## config.mk

```make
export PLATFORM = sky130hd
export DESIGN_NAME = bus_endpoint_flat
export DESIGN_NICKNAME = d
export VERILOG_FILES = /design/src/rtl/bus_pkg.sv /design/src/rtl/bus_endpoint_if.sv /design/src/rtl/bus_endpoint_fifo.sv /design/src/rtl/bus_endpoint.sv /design/src/flat_wrapper.sv
export SDC_FILE = /design/constraint.sdc
export NUM_CORES = 1
export LEC_CHECK = 0
export BUFFER_PORTS_ARGS = -buffer_cell sky130_fd_sc_hd__buf_2
export CAP_MARGIN = 0
export CELL_PAD_IN_SITES_DETAIL_PLACEMENT = 0
export CELL_PAD_IN_SITES_GLOBAL_PLACEMENT = 1
export CORE_MARGIN = 5
export CORE_UTILIZATION = 25
export CTS_CLUSTER_SIZE = 8
export DETAILED_ROUTE_END_ITERATION = 7
export HOLD_SLACK_MARGIN = 0.02
export PLACE_DENSITY = 0.54
export SYNTH_ARGS = -nofsm -noshare
export SYNTH_HDL_FRONTEND = slang
export SYNTH_SLANG_ARGS = --single-unit
export TNS_END_PERCENT = 30
```

## constraint.sdc

```tcl
create_clock -name clk -period 8.2 [get_ports clk]
set_clock_uncertainty 0.15 [all_clocks]
set_input_delay 1.64 -clock clk [delete_from_list [all_inputs] [get_ports clk]]
set_output_delay 1.64 -clock clk [all_outputs]
set_load 0.02 [all_outputs]
```

## src/rtl/bus_pkg.sv

```systemverilog
// Shared bus definitions for the endpoint slice.
// Contents:
//   ID_W          - width of the destination-ID field at the top of a packet
//   BROADCAST_ID  - destination ID that every endpoint accepts
//   PKT_MAX_W     - widest packet the dest_id() helper can take
//   ERR_POP_EMPTY - err bit index: bus popped an empty TX FIFO
//   ERR_MISROUTE  - err bit index: bus pushed a packet for another ID
//   dest_id()     - extracts the destination ID from a packet of a given width
package bus_pkg;

   localparam int unsigned ID_W          = 8;
   localparam logic [7:0]  BROADCAST_ID  = 8'hFF;
   localparam int unsigned PKT_MAX_W     = 256;
   localparam int unsigned ERR_POP_EMPTY = 0;
   localparam int unsigned ERR_MISROUTE  = 1;

   // The packet is zero-extended into PKT_MAX_W bits by the caller; the ID
   // is the top ID_W bits of the original width.
   function automatic logic [ID_W-1:0] dest_id(input logic [PKT_MAX_W-1:0] pkt,
                                               input int unsigned width);
      return ID_W'(pkt >> (width - ID_W));
   endfunction

endpackage

```

## src/rtl/bus_endpoint_if.sv

```systemverilog
// Host/bus signal bundle of bus_endpoint.
// Host side : tx_valid, tx_data, tx_ready, rx_valid, rx_data, rx_ready
// Bus side  : pndng, D_pop, pop, push, D_push
// Status    : tx_count, rx_count, ovf_cnt, err
// Modports  : slave  - the endpoint itself
//             master - whatever drives the endpoint (host + bus)
interface bus_endpoint_if #(
   parameter int unsigned pckg_sz = 16,
   parameter int unsigned depth   = 8
);
   localparam int unsigned CW = $clog2(depth) + 1;

   logic               tx_valid;
   logic [pckg_sz-1:0] tx_data;
   logic               tx_ready;
   logic               pndng;
   logic [pckg_sz-1:0] D_pop;
   logic               pop;
   logic               push;
   logic [pckg_sz-1:0] D_push;
   logic               rx_valid;
   logic [pckg_sz-1:0] rx_data;
   logic               rx_ready;
   logic [CW-1:0]      tx_count;
   logic [CW-1:0]      rx_count;
   logic [7:0]         ovf_cnt;
   logic [1:0]         err;

   modport slave (
      input  tx_valid, tx_data, pop, push, D_push, rx_ready,
      output tx_ready, pndng, D_pop, rx_valid, rx_data,
             tx_count, rx_count, ovf_cnt, err
   );

   modport master (
      output tx_valid, tx_data, pop, push, D_push, rx_ready,
      input  tx_ready, pndng, D_pop, rx_valid, rx_data,
             tx_count, rx_count, ovf_cnt, err
   );

endinterface

```

## src/rtl/bus_endpoint_fifo.sv

```systemverilog
// ep_fifo: first-word-fall-through FIFO used for both endpoint directions.
// Ports:
//   clk, reset   - clock, asynchronous active-low reset
//   wr, wdata    - write request and data; taken when not full, or when
//                  full but a read happens in the same cycle
//   rd, rdata    - read request and FWFT head; rd while empty is ignored
//   count        - occupancy 0..depth
//   full, empty  - decoded from count
module ep_fifo #(
   parameter int unsigned width = 16,
   parameter int unsigned depth = 8
) (
   input  logic                       clk,
   input  logic                       reset,
   input  logic                       wr,
   input  logic [width-1:0]           wdata,
   input  logic                       rd,
   output logic [width-1:0]           rdata,
   output logic [$clog2(depth):0]     count,
   output logic                       full,
   output logic                       empty
);
   localparam int unsigned PW = $clog2(depth);

   logic [width-1:0] mem [depth];
   logic [PW-1:0]    wr_ptr;
   logic [PW-1:0]    rd_ptr;
   logic             do_rd;
   logic             do_wr;

   assign full  = (count == (PW+1)'(depth));
   assign empty = (count == '0);
   assign rdata = mem[rd_ptr];

   assign do_rd = rd & ~empty;
   assign do_wr = wr & (~full | do_rd);

   // Pointers wrap naturally: depth is a power of two.
   always_ff @(posedge clk or negedge reset) begin
      if (!reset) begin
         wr_ptr <= '0;
         rd_ptr <= '0;
         count  <= '0;
      end else begin
         if (do_wr) wr_ptr <= wr_ptr + PW'(1);
         if (do_rd) rd_ptr <= rd_ptr + PW'(1);
         case ({do_wr, do_rd})
            2'b10:   count <= count + (PW+1)'(1);
            2'b01:   count <= count - (PW+1)'(1);
            default: count <= count;
         endcase
      end
   end

   always_ff @(posedge clk) begin
      if (do_wr) mem[wr_ptr] <= wdata;
   end

endmodule

```

## src/rtl/bus_endpoint.sv

```systemverilog
// bus_endpoint: bus endpoint with a TX FIFO (host -> bus) and an RX FIFO
// (bus -> host) filtered on destination ID.
// Ports:
//   clk   - clock, rising edge
//   reset - asynchronous active-low reset
//   bif   - bus_endpoint_if slave modport: host TX/RX handshakes, bus
//           pop/push side, occupancy counts, overflow counter, sticky errors
module bus_endpoint
   import bus_pkg::*;
#(
   parameter int unsigned     pckg_sz   = 16,
   parameter int unsigned     depth     = 8,
   parameter logic [ID_W-1:0] id        = '0,
   parameter logic [ID_W-1:0] broadcast = BROADCAST_ID
) (
   input  logic           clk,
   input  logic           reset,
   bus_endpoint_if.slave  bif
);
   logic            tx_full, tx_empty, rx_full, rx_empty;
   logic            tx_wr, tx_rd, rx_wr, rx_rd;
   logic            dest_ok, rx_drop;
   logic [ID_W-1:0] dest;

   assign dest    = dest_id(PKT_MAX_W'(bif.D_push), pckg_sz);
   assign dest_ok = (dest == id) || (dest == broadcast);

   assign tx_wr   = bif.tx_valid & ~tx_full;
   assign tx_rd   = bif.pop & ~tx_empty;
   assign rx_rd   = bif.rx_ready & ~rx_empty;
   // A full RX FIFO still accepts when the host drains the head this cycle.
   assign rx_wr   = bif.push & dest_ok & (~rx_full | rx_rd);
   assign rx_drop = bif.push & dest_ok & rx_full & ~bif.rx_ready;

   assign bif.tx_ready = ~tx_full;
   assign bif.pndng    = ~tx_empty;
   assign bif.rx_valid = ~rx_empty;

   ep_fifo #(.width(pckg_sz), .depth(depth)) u_tx_fifo (
      .clk   (clk),
      .reset (reset),
      .wr    (tx_wr),
      .wdata (bif.tx_data),
      .rd    (tx_rd),
      .rdata (bif.D_pop),
      .count (bif.tx_count),
      .full  (tx_full),
      .empty (tx_empty)
   );

   ep_fifo #(.width(pckg_sz), .depth(depth)) u_rx_fifo (
      .clk   (clk),
      .reset (reset),
      .wr    (rx_wr),
      .wdata (bif.D_push),
      .rd    (rx_rd),
      .rdata (bif.rx_data),
      .count (bif.rx_count),
      .full  (rx_full),
      .empty (rx_empty)
   );

   always_ff @(posedge clk or negedge reset) begin
      if (!reset) begin
         bif.err     <= '0;
         bif.ovf_cnt <= '0;
      end else begin
         if (bif.pop && tx_empty)     bif.err[ERR_POP_EMPTY] <= 1'b1;
         if (bif.push && !dest_ok)    bif.err[ERR_MISROUTE]  <= 1'b1;
         if (rx_drop && bif.ovf_cnt != 8'hFF) bif.ovf_cnt <= bif.ovf_cnt + 8'd1;
      end
   end

endmodule

```

## src/flat_wrapper.sv

```systemverilog
// flat-port wrapper written by rule: the top's interface ports become plain ports
module bus_endpoint_flat import bus_pkg::*;
#(
   parameter int unsigned     pckg_sz   = 16,
   parameter int unsigned     depth     = 8,
   parameter logic [ID_W-1:0] id        = '0,
   parameter logic [ID_W-1:0] broadcast = BROADCAST_ID
)
  (clk, reset, bif_tx_valid, bif_tx_data, bif_pop, bif_push, bif_D_push, bif_rx_ready, bif_tx_ready, bif_pndng, bif_D_pop, bif_rx_valid, bif_rx_data, bif_tx_count, bif_rx_count, bif_ovf_cnt, bif_err);
  bus_endpoint_if #(.pckg_sz(pckg_sz), .depth(depth)) bif_i ();
  input  logic clk;
  input  logic reset;
  input wire logic [$bits(bif_i.tx_valid)-1:0] bif_tx_valid;
  input wire logic [$bits(bif_i.tx_data)-1:0] bif_tx_data;
  input wire logic [$bits(bif_i.pop)-1:0] bif_pop;
  input wire logic [$bits(bif_i.push)-1:0] bif_push;
  input wire logic [$bits(bif_i.D_push)-1:0] bif_D_push;
  input wire logic [$bits(bif_i.rx_ready)-1:0] bif_rx_ready;
  output wire logic [$bits(bif_i.tx_ready)-1:0] bif_tx_ready;
  output wire logic [$bits(bif_i.pndng)-1:0] bif_pndng;
  output wire logic [$bits(bif_i.D_pop)-1:0] bif_D_pop;
  output wire logic [$bits(bif_i.rx_valid)-1:0] bif_rx_valid;
  output wire logic [$bits(bif_i.rx_data)-1:0] bif_rx_data;
  output wire logic [$bits(bif_i.tx_count)-1:0] bif_tx_count;
  output wire logic [$bits(bif_i.rx_count)-1:0] bif_rx_count;
  output wire logic [$bits(bif_i.ovf_cnt)-1:0] bif_ovf_cnt;
  output wire logic [$bits(bif_i.err)-1:0] bif_err;
  assign bif_i.tx_valid = bif_tx_valid;
  assign bif_i.tx_data = bif_tx_data;
  assign bif_i.pop = bif_pop;
  assign bif_i.push = bif_push;
  assign bif_i.D_push = bif_D_push;
  assign bif_i.rx_ready = bif_rx_ready;
  assign bif_tx_ready = bif_i.tx_ready;
  assign bif_pndng = bif_i.pndng;
  assign bif_D_pop = bif_i.D_pop;
  assign bif_rx_valid = bif_i.rx_valid;
  assign bif_rx_data = bif_i.rx_data;
  assign bif_tx_count = bif_i.tx_count;
  assign bif_rx_count = bif_i.rx_count;
  assign bif_ovf_cnt = bif_i.ovf_cnt;
  assign bif_err = bif_i.err;
  bus_endpoint #(.pckg_sz(pckg_sz), .depth(depth), .id(id), .broadcast(broadcast)) u_core (.clk(clk), .reset(reset), .bif(bif_i));
endmodule
```

==> flow_metrics.env <==
export IMPL_synthAdderAreaFrac=0.0139
export IMPL_tritoncts="done"
export IMPL_ant_nets=0
export IMPL_cp_arrival_ns=2.66
export IMPL_first_iter_violations=281
export IMPL_cts_buffers=41
export IMPL_hold_viol_final=0
export IMPL_end_kind="output port"
export IMPL_ir_worst_vdd_uv=133
export IMPL_reg2reg_setup_slack_ns=5.12
export IMPL_ys_seq_area_frac=0.746
export IMPL_die_x_um=223
export IMPL_met3WireLength_um=946
export IMPL_grt_usage=0.0954
export IMPL_hold_ws_ns=0.304
export IMPL_power_frac_seq=0.398
export IMPL_finalNetCount=718
export IMPL_overflow=0
export IMPL_synth_commonest_cells="edfxtp_1, mux4_2, mux2_2, dfrtp_1, nand2_1"
export IMPL_antenna_cells=0
export IMPL_utilization=0.305
export IMPL_top_layer_used="met5"
export IMPL_clock_sinks=286
export IMPL_maxCapViolCount=0
export IMPL_timing_rr_end="u_core.u_rx_fifo.count[2]$_DFFE_PN0P_"
export IMPL_switchingPower_uw=1430
export IMPL_met2_length_mm=11.2
export IMPL_crit_type="reg -> out"
export IMPL_place_inst=1225
export IMPL_fmax_ghz=0.225
export IMPL_cp_max_fo=24
export IMPL_swShare=0.304
export IMPL_coreArea_mm2=0.0451
export IMPL_place_hpwl_mm=13.8
export IMPL_setup_violations_final=0
export IMPL_yosysTopAreaCellShare=0.679
export IMPL_wl_per_cell_um=18.8
export IMPL_ys_types=40
export IMPL_fp_dieH_um=223
export IMPL_hold_depth=1
export IMPL_yosys_top_cells_area="edfxtp_1, mux4_2, dfrtp_1"
export IMPL_synth_xor_area_frac=0.0155
export IMPL_drc=0
export IMPL_gp_congestion=0.686
export IMPL_ys_warn_count=0
export IMPL_yosys_area_share_simple=0.0367
export IMPL_critPathTopFamily="multiplexers"
export IMPL_syn_num_nets=590
export IMPL_worstHoldEndpoint="u_core.bif.err[1]$_DFFE_PN0P_"
export IMPL_maxSlewViolCount=0
export IMPL_min_period_ns=4.45
export IMPL_synth_edf_count=256
export IMPL_num_rows=78
export IMPL_slowest_stage="dfrtp_2"
export IMPL_dieArea_mm2=0.0496
export IMPL_drive_gt1_frac=0.407
export IMPL_critical_path_cell_chain="buf_4, mux4_2, mux2_2, buf_2"
export IMPL_antenna_found_initial=1
export IMPL_stdcell_count=1285
export IMPL_internal_power_uw=3270
export IMPL_drtPass1Iterations=4
export IMPL_grt_max_degree=35
export IMPL_path_buf_inv=2
export IMPL_grt_pass1_wl_mm=36.4
export IMPL_clockRootBuffer="clkbuf_16"
export IMPL_clock_latency_ns=0.52
export IMPL_drt_total_wl_mm=24.1
export IMPL_rsz0062_at_grt="no"
export IMPL_clkSlewWorstSetupHoldPaths_ns=0.05
export IMPL_synth_compound_area_share=0.00619
export IMPL_r2r_start="u_core.u_rx_fifo.count[1]$_DFFE_PN0P_"
export IMPL_hp_class="reg -> reg"
export IMPL_setup_slack_ns=3.75
export IMPL_synth_seq_cells=286
export IMPL_crit_path_start="u_core.u_tx_fifo.rd_ptr[0]$_DFFE_PN0P_"
export IMPL_slew_headroom=0.276
export IMPL_vias=5411
export IMPL_ios=91
export IMPL_combPwrFrac=0.283
export IMPL_crit_path_max_incr_delay_ns=0.58
export IMPL_cts_resized=0
export IMPL_yosys_area_top_type="edfxtp_1"
export IMPL_critPathLaunchType="register"
export IMPL_reg2reg_depth=10
export IMPL_status="complete, no violations"
export IMPL_power_density_mw_per_mm2=342
export IMPL_min_from="u_core.bif.err[1]$_DFFE_PN0P_"
export IMPL_cts_setup_buffers=0
export IMPL_async_reset_ff_frac=0.105
export IMPL_synthMuxAreaShare=0.170
export IMPL_place_port_buffers=90
export IMPL_synth_area_mm2=0.0113
export IMPL_synth_most_common_cell="edfxtp_1"
export IMPL_hold_buffers=0
export IMPL_vias_per_cell=4.21
export IMPL_syn_inst=540
export IMPL_leakage_uw=0.00462
export IMPL_syn_to_final_growth_pct=21.5
export IMPL_drt_met1_wl_mm=11.4
export IMPL_pre_cts_ws_ns=3.56
export IMPL_fin_setup_tns_ns=0
export IMPL_critical_path_required_ns=6.41
export IMPL_start_util=0.251
export IMPL_power_frac_clock=0.319
export IMPL_ys_flop_type="edfxtp_1"
export IMPL_grt_pass1_vias=5883
export IMPL_synth_avg_cell_area_um2=21.0
export IMPL_period_share=0.542
export IMPL_synth_top_family_by_area="multiplexers"
export IMPL_worst_slew_pin_slew_ns=1.09
export IMPL_nFillCells=4424
export IMPL_ctsLongestPathBuffers=3
export IMPL_htree_levels=2
[sequential cells by signal (all words and copies together), names as in the netlist]
signal,count
u_core.u_tx_fifo.wr_ptr,3
u_core.bif.ovf_cnt,8
u_core.u_tx_fifo.count,4
u_core.u_rx_fifo.count,4
u_core.u_rx_fifo.wr_ptr,3
u_core.u_tx_fifo.rd_ptr,3
u_core.u_rx_fifo.mem,128
u_core.u_tx_fifo.mem,128
u_core.u_rx_fifo.rd_ptr,3
u_core.bif.err,2
[kinds of logic (layout without fill, tap and decap cells)]
| family | count (synthesis) | in the layout |
|---|---|---|
| AO/OA/AOI/OAI | 11 | 11 |
| XOR/XNOR | 20 | 20 |
| adder cells (fa/ha/maj) | 12 | 12 |
| buffers and inverters | 32 | 177 |
| flip-flops | 286 | 286 |
| multiplexers | 107 | 107 |
| AND/OR/NAND/NOR | 72 | 72 |
[metrics by stage]
stage / instance area, µm² / power [µW]
2_1_floorplan: 11300 / 2840
3_5_place_dp: 12600 / 3280
5_1_grt: 13700 / 4960
3_3_place_gp: 12600 / 3280
4_1_cts: 13700 / 4810
6_report: 13700 / 4700
[how the worst max path moves through the flow]
stage	to	slack [ns]	depth (start not counted)
after floorplan	u_core.u_rx_fifo.mem[2][0]$_DFFE_PP_	3.34	6
final	bif_D_pop[2]	3.75	4
after global placement	u_core.u_rx_fifo.count[2]$_DFFE_PN0P_	3.57	12
after detailed placement	u_core.u_rx_fifo.count[2]$_DFFE_PN0P_	3.56	12
after global routing	bif_D_pop[2]	3.55	4
after CTS	bif_D_pop[2]	3.63	4
[metal layers]
metal	vias up	global-route usage
li1	2443	-
met4	2	0.0334
met5	-	0
met1	2822	0.134
met2	103	0.147
met3	41	0.0205
[cell usage in the layout (no fill, tap or decap), types with 11 or more instances in the layout]
cell type,synthesis,layout
buf_2,6,90
buf_4,0,20
clkbuf_1,14,16
clkbuf_16,0,41
dfrtp_1,30,28
edfxtp_1,256,256
ha_1,11,11
mux2_2,40,40
mux4_2,64,64
nand2_1,15,15
nor2_1,14,14
xor2_1,12,12
[final cells by class]
type	instances	area (µm²)	area share
Clock buffer	57	1090	0.0790
Clock inverter	3	41.3	0.00300
Inverter	7	26.3	0.00191
Multi-Input combinational cell	222	2800	0.204
Sequential cell	286	8440	0.614
Tap cell	600	751	0.0546
Timing Repair Buffer	110	601	0.0437
[power by group through the flow]
stage	clock (µW)	sequential, µW	combinational [µW]
after floorplan	0	1850	994
after global placement	0	1900	1380
after detailed placement	0	1900	1380
after CTS	1550	1870	1380
after global routing	1620	1890	1450
final	1500	1870	1330
(Power assumes the default switching activity.)
